[src/rtl/keypad_scan.sv]
// keypad_scan: autonomous 4x4 keypad scanner with debounce, 4-entry key FIFO and Avalon-MM slave.
// Optional KEYPAD_SCAN_IRQ_EN adds a registered interrupt while the FIFO holds keys.
module keypad_scan #(
    parameter int unsigned CLK_DIV        = 50000,
    parameter int unsigned DEBOUNCE_TICKS = 20
) (
    input  logic       clk,
    input  logic       reset_n,
    input  logic [1:0] address,
    input  logic       chipselect,
    input  logic       read_n,
    input  logic       write_n,
    input  logic [7:0] writedata,
    output logic [7:0] readdata,
    output logic [3:0] col_n,
    input  logic [3:0] row_n,
    output logic       irq
);
    localparam int unsigned DIV_W      = $clog2(CLK_DIV);
    localparam int unsigned DEB_W      = $clog2(DEBOUNCE_TICKS + 1);
    localparam int unsigned FIFO_DEPTH = 4;
    localparam int unsigned CNT_W      = 3;

    typedef enum logic [1:0] {IDLE, SCAN, DEBOUNCE, HELD} state_t;

    state_t             state_q, state_d;
    logic [1:0]         col_q, col_d;
    logic [1:0]         row_q, row_d;
    logic [DEB_W-1:0]   deb_q, deb_d, deb_inc_c;
    logic [3:0]         col_n_d;
    logic [3:0]         push_code_c;
    logic               push_c;

    logic [3:0]         rows_meta, rows_s, rows_low_c;
    logic               single_low_c, same_row_c;
    logic [1:0]         row_enc_c;

    logic [DIV_W-1:0]   div_q;
    logic               run_c, tick_c;

    logic               scan_en;
    logic               irq_bit_c;
    logic               wr_c, rd_c, pop_c, push_ok_c, empty_c, full_c;

    logic [3:0]         mem_q [FIFO_DEPTH];
    logic [1:0]         wr_ptr, rd_ptr;
    logic [CNT_W-1:0]   count_q;
    logic               overflow;

    assign wr_c = chipselect & ~write_n;
    assign rd_c = chipselect & ~read_n;

    // Two-flop synchronizer for the asynchronous keypad rows
    always_ff @(posedge clk or negedge reset_n) begin
        if (!reset_n) begin
            rows_meta <= 4'hF;
            rows_s    <= 4'hF;
        end else begin
            rows_meta <= row_n;
            rows_s    <= rows_meta;
        end
    end

    // Scan tick divider; held at 0 until a column is actually being driven
    assign run_c  = scan_en && (state_q != IDLE);
    assign tick_c = run_c && (div_q == DIV_W'(CLK_DIV - 1));

    always_ff @(posedge clk or negedge reset_n) begin
        if (!reset_n) begin
            div_q <= '0;
        end else if (!run_c || tick_c) begin
            div_q <= '0;
        end else begin
            div_q <= div_q + DIV_W'(1);
        end
    end

    // Row decode: exactly one row low is a candidate key, anything else is noise or ghosting
    assign rows_low_c   = ~rows_s;
    assign single_low_c = (rows_low_c != 4'h0) && ((rows_low_c & (rows_low_c - 4'h1)) == 4'h0);
    assign same_row_c   = (rows_s == ~(4'b0001 << row_q));
    assign deb_inc_c    = deb_q + DEB_W'(1);

    always_comb begin
        row_enc_c = 2'd0;
        case (rows_low_c)
            4'b0010: row_enc_c = 2'd1;
            4'b0100: row_enc_c = 2'd2;
            4'b1000: row_enc_c = 2'd3;
            default: row_enc_c = 2'd0;
        endcase
    end

    always_ff @(posedge clk or negedge reset_n) begin
        if (!reset_n) begin
            state_q <= IDLE;
            col_q   <= 2'd0;
            row_q   <= 2'd0;
            deb_q   <= '0;
            col_n   <= 4'hF;
        end else begin
            state_q <= state_d;
            col_q   <= col_d;
            row_q   <= row_d;
            deb_q   <= deb_d;
            col_n   <= col_n_d;
        end
    end

    always_comb begin
        state_d     = state_q;
        col_d       = col_q;
        row_d       = row_q;
        deb_d       = deb_q;
        push_c      = 1'b0;
        push_code_c = {row_q, col_q};

        if (!scan_en) begin
            state_d = IDLE;
            col_d   = 2'd0;
            deb_d   = '0;
        end else begin
            case (state_q)
                IDLE: begin
                    state_d = SCAN;
                    col_d   = 2'd0;
                    deb_d   = '0;
                end
                SCAN: begin
                    if (tick_c) begin
                        if (single_low_c) begin
                            row_d       = row_enc_c;
                            push_code_c = {row_enc_c, col_q};
                            if (DEBOUNCE_TICKS == 1) begin
                                push_c  = 1'b1;
                                state_d = HELD;
                                deb_d   = '0;
                            end else begin
                                state_d = DEBOUNCE;
                                deb_d   = DEB_W'(1);
                            end
                        end else begin
                            col_d = col_q + 2'd1;
                        end
                    end
                end
                DEBOUNCE: begin
                    if (tick_c) begin
                        if (same_row_c) begin
                            if (deb_inc_c == DEB_W'(DEBOUNCE_TICKS)) begin
                                push_c  = 1'b1;
                                state_d = HELD;
                                deb_d   = '0;
                            end else begin
                                deb_d = deb_inc_c;
                            end
                        end else begin
                            state_d = SCAN;
                            col_d   = col_q + 2'd1;
                            deb_d   = '0;
                        end
                    end
                end
                HELD: begin
                    if (tick_c) begin
                        if (rows_s == 4'hF) begin
                            if (deb_inc_c == DEB_W'(DEBOUNCE_TICKS)) begin
                                state_d = SCAN;
                                col_d   = col_q + 2'd1;
                                deb_d   = '0;
                            end else begin
                                deb_d = deb_inc_c;
                            end
                        end else begin
                            deb_d = '0;
                        end
                    end
                end
                default: state_d = IDLE;
            endcase
        end

        col_n_d = (state_d == IDLE) ? 4'hF : ~(4'b0001 << col_d);
    end

    // Key FIFO; a pop frees a slot for a simultaneous push even when full
    assign empty_c   = (count_q == '0);
    assign full_c    = (count_q == CNT_W'(FIFO_DEPTH));
    assign pop_c     = rd_c && (address == 2'd0) && !empty_c;
    assign push_ok_c = push_c && (!full_c || pop_c);

    always_ff @(posedge clk or negedge reset_n) begin
        if (!reset_n) begin
            for (int i = 0; i < FIFO_DEPTH; i++) begin
                mem_q[i] <= 4'h0;
            end
            wr_ptr   <= 2'd0;
            rd_ptr   <= 2'd0;
            count_q  <= '0;
            overflow <= 1'b0;
        end else begin
            if (push_ok_c) begin
                mem_q[wr_ptr] <= push_code_c;
                wr_ptr        <= wr_ptr + 2'd1;
            end
            if (pop_c) begin
                rd_ptr <= rd_ptr + 2'd1;
            end
            count_q <= count_q + CNT_W'(push_ok_c) - CNT_W'(pop_c);
            if (push_c && !push_ok_c) begin
                overflow <= 1'b1;
            end else if (wr_c && (address == 2'd1)) begin
                overflow <= 1'b0;
            end
        end
    end

    always_ff @(posedge clk or negedge reset_n) begin
        if (!reset_n) begin
            scan_en <= 1'b0;
        end else if (wr_c && (address == 2'd2)) begin
            scan_en <= writedata[0];
        end
    end

`ifdef KEYPAD_SCAN_IRQ_EN
    logic irq_en;
    logic unused_wd;

    always_ff @(posedge clk or negedge reset_n) begin
        if (!reset_n) begin
            irq_en <= 1'b0;
            irq    <= 1'b0;
        end else begin
            if (wr_c && (address == 2'd2)) begin
                irq_en <= writedata[1];
            end
            irq <= irq_en && !empty_c;
        end
    end

    assign irq_bit_c = irq_en;
    assign unused_wd = ^writedata[7:2];
`else
    logic unused_wd;

    assign irq       = 1'b0;
    assign irq_bit_c = 1'b0;
    assign unused_wd = ^writedata[7:1];
`endif

    always_comb begin
        readdata = 8'h00;
        case (address)
            2'd0:    readdata = {3'b000, !empty_c, (empty_c ? 4'h0 : mem_q[rd_ptr])};
            2'd1:    readdata = {4'b0000, overflow, count_q};
            2'd2:    readdata = {6'b000000, irq_bit_c, scan_en};
            default: readdata = 8'h00;
        endcase
    end

endmodule

[config.mk]
export PLATFORM = sky130hd
export DESIGN_NAME = keypad_scan
export DESIGN_NICKNAME = d
export VERILOG_FILES = /design/src/rtl/keypad_scan.sv
export SDC_FILE = /design/constraint.sdc
export NUM_CORES = 1
export LEC_CHECK = 0
export CAP_MARGIN = 20
export CORE_UTILIZATION = 60
export DETAILED_ROUTE_END_ITERATION = 6
export PLACE_DENSITY = 0.92
export SYNTH_ARGS = -nofsm -noshare
export SYNTH_HDL_FRONTEND = slang
export SYNTH_SLANG_ARGS = --single-unit
export TNS_END_PERCENT = 100
[constraint.sdc]
create_clock -name clk -period 9.12 [get_ports clk]
set_input_delay 0.912 -clock clk [delete_from_list [all_inputs] [get_ports clk]]
set_output_delay 0.912 -clock clk [all_outputs]
set_load 0.01 [all_outputs]
==> results of run 1 <==
report_power, final:
group / internal (mW) / leakage (nW) / switching [mW]
clock network: 0.182 / 0.116 / 0.116
logic: 0.0455 / 0.631 / 0.0433
registers: 0.304 / 0.837 / 0.0295
layout make-up:
class	instances	area (µm²)
Multi-Input combinational cell	220	1600
Tap cell	70	87.6
Clock buffer	9	124
Timing Repair Buffer	22	210
Fill cell	370	1420
Sequential cell	64	1620
Inverter	16	60.1
Clock inverter	7	119
layer usage:
layer / vias to the layer above / wire, µm
li1: 1144 / -
met1: 1159 / 2850
met2: 90 / 3140
met3: 11 / 372
met4: 0 / 110
met5: - / 0
final timing paths:
path | end | depth (start not counted) | start | slack, ns
max in group asynchronous | mem_q[2] | 2 | reset_n | 7.88
min | rows_s[3] | 0 | rows_meta[3] | 0.36
max reg2reg | count_q[2] | 10 | rows_s[3] | 5.94
max | readdata[1] | 5 | address[0] | 5.37
min in group asynchronous | div_q[4] | 2 | reset_n | 0.72
min reg2reg | rows_s[3] | 0 | rows_meta[3] | 0.36
kinds of logic after synthesis:
family / synth area share [%]
other: 0.112
AO/OA/AOI/OAI: 9.16
multiplexers: 9.38
adder cells (fa/ha/maj): 3.59
flip-flops: 48.3
XOR/XNOR: 4.97
buffers and inverters: 4.15
AND/OR/NAND/NOR: 20.3
flip-flops by register name (all words and copies together), names as in the netlist:
name / cells
div_q: 16
mem_q: 16
deb_q: 5
col_n: 4
rows_meta: 4
rows_s: 4
count_q: 3
col_q: 2
rd_ptr: 2
row_q: 2
state_q: 2
wr_ptr: 2
overflow: 1
scan_en: 1
cells in the final DEF (no fill, tap or decap), types with 3 or more instances in the layout:
cell type        instances
conb_1                   4
ha_1                     8
inv_1                   16
clkdlybuf4s50_1         19
clkbuf_8                 9
xor2_1                   8
nor2_1                  21
mux4_2                   4
nand3_1                 14
nand4_1                  3
nor3_1                   4
xnor2_1                 11
dfrtp_1                 52
a22oi_1                  3
mux2_2                  18
o21ai_0                 13
nand3b_1                 5
bufinv_16                3
and2_1                   3
nand4b_1                 3
nand2_1                 24
nand2_2                  4
a21oi_1                 12
dfstp_2                 12
nor4_1                   3
a31oi_1                  3
or3_1                    6
and3_1                   7
stage by stage:
| step | util, % | std cells |
|---|---|---|
| 6_report | 72.9 | 408 |
| 5_1_grt | 72.9 | 408 |
| 4_1_cts | 72.9 | 408 |
| 3_5_place_dp | 68.3 | 392 |
| 3_3_place_gp | 68.3 | 392 |
| 2_1_floorplan | - | 316 |
worst reg2reg max path, stage by stage (launching register included):
cell	delay, ns
dfstp_2	0.61
or3b_2	0.46
a21oi_1	0.37
nor2_1	0.17
or3_1	0.44
nor2_1	0.15
ha_1	0.17
inv_1	0.05
fa_1	0.37
xnor2_1	0.15
xnor2_1	0.12
==> impl_metrics.env, run 1 <==
export IMPL_initial_core_util_pct=63.9
export IMPL_routedWlPerCell_um=15.9
export IMPL_worstSetupEndpointType="primary output"
export IMPL_avgSynthCellArea_um2=10.7
export IMPL_post_route_period_util_pct=41.1
export IMPL_place_area_um2=3580
export IMPL_worstHoldPathType="flop to flop"
export IMPL_nNetsFinal=361
export IMPL_die_x_um=76.7
export IMPL_worstPathArrival_ns=2.84
export IMPL_cts_buffers_inserted=9
export IMPL_power_density_nw_per_um2=188
export IMPL_slew_viol_final=0
export IMPL_slew_headroom_pct=37.0
export IMPL_worstSetupStartpointType="input pin"
export IMPL_drive_gt1_share_pct=19.8
export IMPL_overflow=0
export IMPL_cts_tree="done"
export IMPL_clockRootBuffer="clkbuf_8"
export IMPL_synth_top_area_cell="dfrtp_1"
export IMPL_ys_types=60
export IMPL_drt_iter0_drc=181
export IMPL_path_common_cell="clkdlybuf4s50_1"
export IMPL_dr_total_vias=2404
export IMPL_fin_crit_ns=3.75
export IMPL_final_setup_tns_ns=0
export IMPL_grt_pass1_wl_um=11000
export IMPL_drc=0
export IMPL_finalSetupViolations=0
export IMPL_drtPass1Iterations=4
export IMPL_tightest_slew_ns=0.932
export IMPL_numClockSinks=64
export IMPL_seq_area_frac_synth_pct=48.3
export IMPL_cap_violations=0
export IMPL_outcome="finished, final reports clean"
export IMPL_cpPeakStageDelay_ns=0.60
export IMPL_worstSetupPathType="input pin to primary output"
export IMPL_fin_total_pwr_uw=720
export IMPL_clock_path_buffers=2
export IMPL_post_route_worst_setup_slack_ns=5.37
export IMPL_synth_edf_count=0
export IMPL_use_met1_pct=30.8
export IMPL_grt_start_max_net_pins=65
export IMPL_busiest_layer="met2"
export IMPL_fin_skew_ns=0.00903
export IMPL_synth_most_common_cell="dfrtp_1"
export IMPL_h_tree_depth=3
export IMPL_antenna_found_initial=0
export IMPL_coreArea_um2=5240
export IMPL_gp_congestion=0.865
export IMPL_ctsHoldBuffers=0
export IMPL_ys_flop_type="dfrtp_1"
export IMPL_area_growth_pct=14.1
export IMPL_hold_viol_final=0
export IMPL_max_freq_mhz=267
export IMPL_path_cells="clkdlybuf4s50_1 > nor3_1 > a22oi_1 > a21oi_1 > clkdlybuf4s50_1"
export IMPL_fp_dieH_um=76.7
export IMPL_wl_um=6470
export IMPL_insertion_delay_ns=0.34
export IMPL_grtUsageMet3_pct=5.12
export IMPL_post_cts_resized=0
export IMPL_critPathTopFamily="buffers and inverters"
export IMPL_grt_util_met2_pct=39.7
export IMPL_ir_worst_vdd_mv=0.122
export IMPL_critPathSlowestCell="clkdlybuf4s50_1"
export IMPL_antenna_cells=0
export IMPL_ys_top_cells_by_area="dfrtp_1 (39%), dfstp_2 (9.4%), mux2_2 (6.1%)"
export IMPL_preCtsSetupSlack_ns=5.38
export IMPL_vias_per_cell=5.89
export IMPL_die_area_um2=5880
export IMPL_fin_hold_ws_ns=0.357
export IMPL_crit_fanout=12
export IMPL_design_area_um2=3820
export IMPL_synth_top_area_share_pct=38.9
export IMPL_grt_pass1_vias=2403
export IMPL_cp_buffers_inverters=2
export IMPL_synthTopCellsByCount="dfrtp_1 (52), nand2_1 (24), nor2_1 (21), mux2_2 (18), inv_1 (16)"
export IMPL_numPortBuffers=20
export IMPL_yosysWarnings=0
export IMPL_synth_async_reset_ratio_pct=100
export IMPL_crit_required_ns=8.21
export IMPL_place_hpwl_um=4440
export IMPL_rsz0062_at_grt="no"
export IMPL_syn_cell_area_um2=3350
export IMPL_cts_clk_slew_worst_paths_ns=0.07
export IMPL_leakagePower_nw=1.58
export IMPL_synthCells=313
export IMPL_cts_setup_buffers=0
export IMPL_io_pins=32
export IMPL_synth_seq_cells=64
export IMPL_rows=26
export IMPL_ant_nets=0
export IMPL_grtUsageTotal_pct=24.5
Note: power is estimated with default switching activity, not from simulation.
==> inputs of run 2 (changes only) <==
--- a/config.mk
+++ b/config.mk
@@ -6,9 +6,9 @@
 export NUM_CORES = 1
 export LEC_CHECK = 0
 export CAP_MARGIN = 20
-export CORE_UTILIZATION = 60
+export CORE_UTILIZATION = 57
 export DETAILED_ROUTE_END_ITERATION = 6
-export PLACE_DENSITY = 0.92
+export PLACE_DENSITY = 0.88
 export SYNTH_ARGS = -nofsm -noshare
 export SYNTH_HDL_FRONTEND = slang
 export SYNTH_SLANG_ARGS = --single-unit
==> constraint.sdc (replaced) <==
create_clock -name clk -period 3.5 [get_ports clk]
set_input_delay 0.35 -clock clk [delete_from_list [all_inputs] [get_ports clk]]
set_output_delay 0.35 -clock clk [all_outputs]
set_load 0.01 [all_outputs]
==> impl_metrics.env, run 2 (same netlist as run 1, synthesis figures left out) <==
export IMPL_post_route_worst_setup_slack_ns=0.447
export IMPL_crit_required_ns=3.74
export IMPL_final_common_cell="dfrtp_1"
export IMPL_die_x_um=78.6
export IMPL_fin_hold_ws_ns=0.356
export IMPL_final_setup_tns_ns=0
export IMPL_area_growth_pct=15.6
export IMPL_grt_pass1_wl_um=11300
export IMPL_worstHoldPathType="flop to flop"
export IMPL_drt_iter0_drc=176
export IMPL_slew_headroom_pct=50.4
export IMPL_overflow=0
export IMPL_rsz0062_at_grt="no"
export IMPL_coreArea_um2=5570
export IMPL_worstSetupEndpointType="flop"
export IMPL_die_area_um2=6180
export IMPL_tightest_slew_ns=0.734
export IMPL_cts_clk_slew_worst_paths_ns=0.08
export IMPL_grtUsageTotal_pct=24.4
export IMPL_worstSetupStartpointType="flop"
export IMPL_gp_congestion=0.849
export IMPL_numClockSinks=64
export IMPL_drive_gt1_share_pct=20.5
export IMPL_cts_tree="done"
export IMPL_antenna_cells=0
export IMPL_path_common_cell="xnor2_1"
export IMPL_place_hpwl_um=4600
export IMPL_drtPass1Iterations=4
export IMPL_final_cell_mix="dfrtp_1 (52), nand2_1 (24), nor2_1 (21)"
export IMPL_cts_buffers_inserted=9
export IMPL_largestRegisters="div_q: 16 flops, mem_q: 16 flops, deb_q: 5 flops"
export IMPL_worstSetupPathType="flop to flop"
export IMPL_cap_violations=0
export IMPL_ir_worst_vdd_mv=0.310
export IMPL_path_cells="or4b_4 > nor4_4 > nand2_1 > or3_1 > nor2_1 > ha_1 > inv_1 > fa_1 > xnor2_1 > xnor2_1"
export IMPL_post_route_period_util_pct=87.2
export IMPL_fin_skew_ns=0.0125
export IMPL_fin_total_pwr_mw=1.88
export IMPL_initial_core_util_pct=60.0
export IMPL_io_pins=32
export IMPL_leakagePower_nw=1.61
export IMPL_h_tree_depth=3
export IMPL_ant_nets=0
export IMPL_finalSetupViolations=0
export IMPL_nNetsFinal=365
export IMPL_cts_setup_buffers=0
export IMPL_max_freq_mhz=328
export IMPL_drc=0
export IMPL_hold_viol_final=0
export IMPL_critPathSlowestCell="or4b_4"
export IMPL_power_density_nw_per_um2=485
export IMPL_routedWlPerCell_um=15.9
export IMPL_numPortBuffers=20
export IMPL_outcome="finished, final reports clean"
export IMPL_dr_total_vias=2443
export IMPL_grt_start_max_net_pins=51
export IMPL_grt_pass1_vias=2445
export IMPL_crit_fanout=6
export IMPL_worstPathArrival_ns=3.29
export IMPL_fp_dieH_um=78.6
export IMPL_cpPeakStageDelay_ns=0.55
export IMPL_wl_um=6570
export IMPL_clock_path_buffers=2
export IMPL_insertion_delay_ns=0.35
export IMPL_preCtsSetupSlack_ns=0.444
export IMPL_fin_crit_ns=3.05
export IMPL_rows=27
export IMPL_vias_per_cell=5.90
export IMPL_slew_viol_final=0
export IMPL_antenna_found_initial=0
export IMPL_clockRootBuffer="clkbuf_8"
==> run 2: per-stage QoR <==
stage	cell area (µm²)	utilization [%]	std cells
detailed placement	3590	64.5	396
CTS	3840	68.9	412
global route	3870	69.4	414
floorplan	3360	-	316
finish	3870	69.4	414
global placement	3590	64.5	396
==> run 2: path summary, 6_finish.rpt <==
path | from | to | slack (ns) | cells past startpoint
max in group asynchronous | reset_n | col_n[0] | 2.24 | 4
hold / removal | rows_meta[3] | rows_s[3] | 0.36 | 0
setup / recovery | div_q[12] | count_q[2] | 0.45 | 10
setup reg to reg | div_q[12] | count_q[2] | 0.45 | 10
hold reg to reg | rows_meta[3] | rows_s[3] | 0.36 | 0
min in group asynchronous | reset_n | mem_q[12] | 0.43 | 2
==> run 2: timing repair <==
action	CTS	global route
hold buffers	0	1
gates resized for setup	0	0
endpoints found under the hold margin	0	13
==> run 2: critical path: cells and delay by family (launching register included) <==
family | cells | cell delay, ns
XOR/XNOR | 2 | 0.27
buffers and inverters | 1 | 0.05
flip-flops | 1 | 0.42
AND/OR/NAND/NOR | 5 | 1.67
adder cells (fa/ha/maj) | 2 | 0.53
==> run 2: power by group <==
group / internal [mW] / switching [mW] / total [mW] / leakage, nW
logic: 0.123 / 0.113 / 0.236 / 0.655
clock network: 0.474 / 0.301 / 0.774 / 0.119
registers: 0.791 / 0.0746 / 0.866 / 0.837
total: 1.39 / 0.488 / 1.88 / 1.61
==> run 2: layer usage <==
metal | global-route usage, % | part of all wire, % | vias to the layer above
met5 | 0 | 0 | -
met4 | 13.1 | 2.8 | 0
met3 | 4.88 | 5.1 | 17
met2 | 37.7 | 48 | 75
met1 | 32.4 | 44 | 1200
li1 | - | - | 1151
==> run 2: cell type report <==
| type | count | area [µm²] |
|---|---|---|
| Clock inverter | 7 | 120 |
| Timing Repair Buffer | 26 | 255 |
| Sequential cell | 64 | 1620 |
| Multi-Input combinational cell | 220 | 1600 |
| Fill cell | 428 | 1710 |
| Tap cell | 72 | 90.1 |
| Inverter | 16 | 60.1 |
| Clock buffer | 9 | 124 |
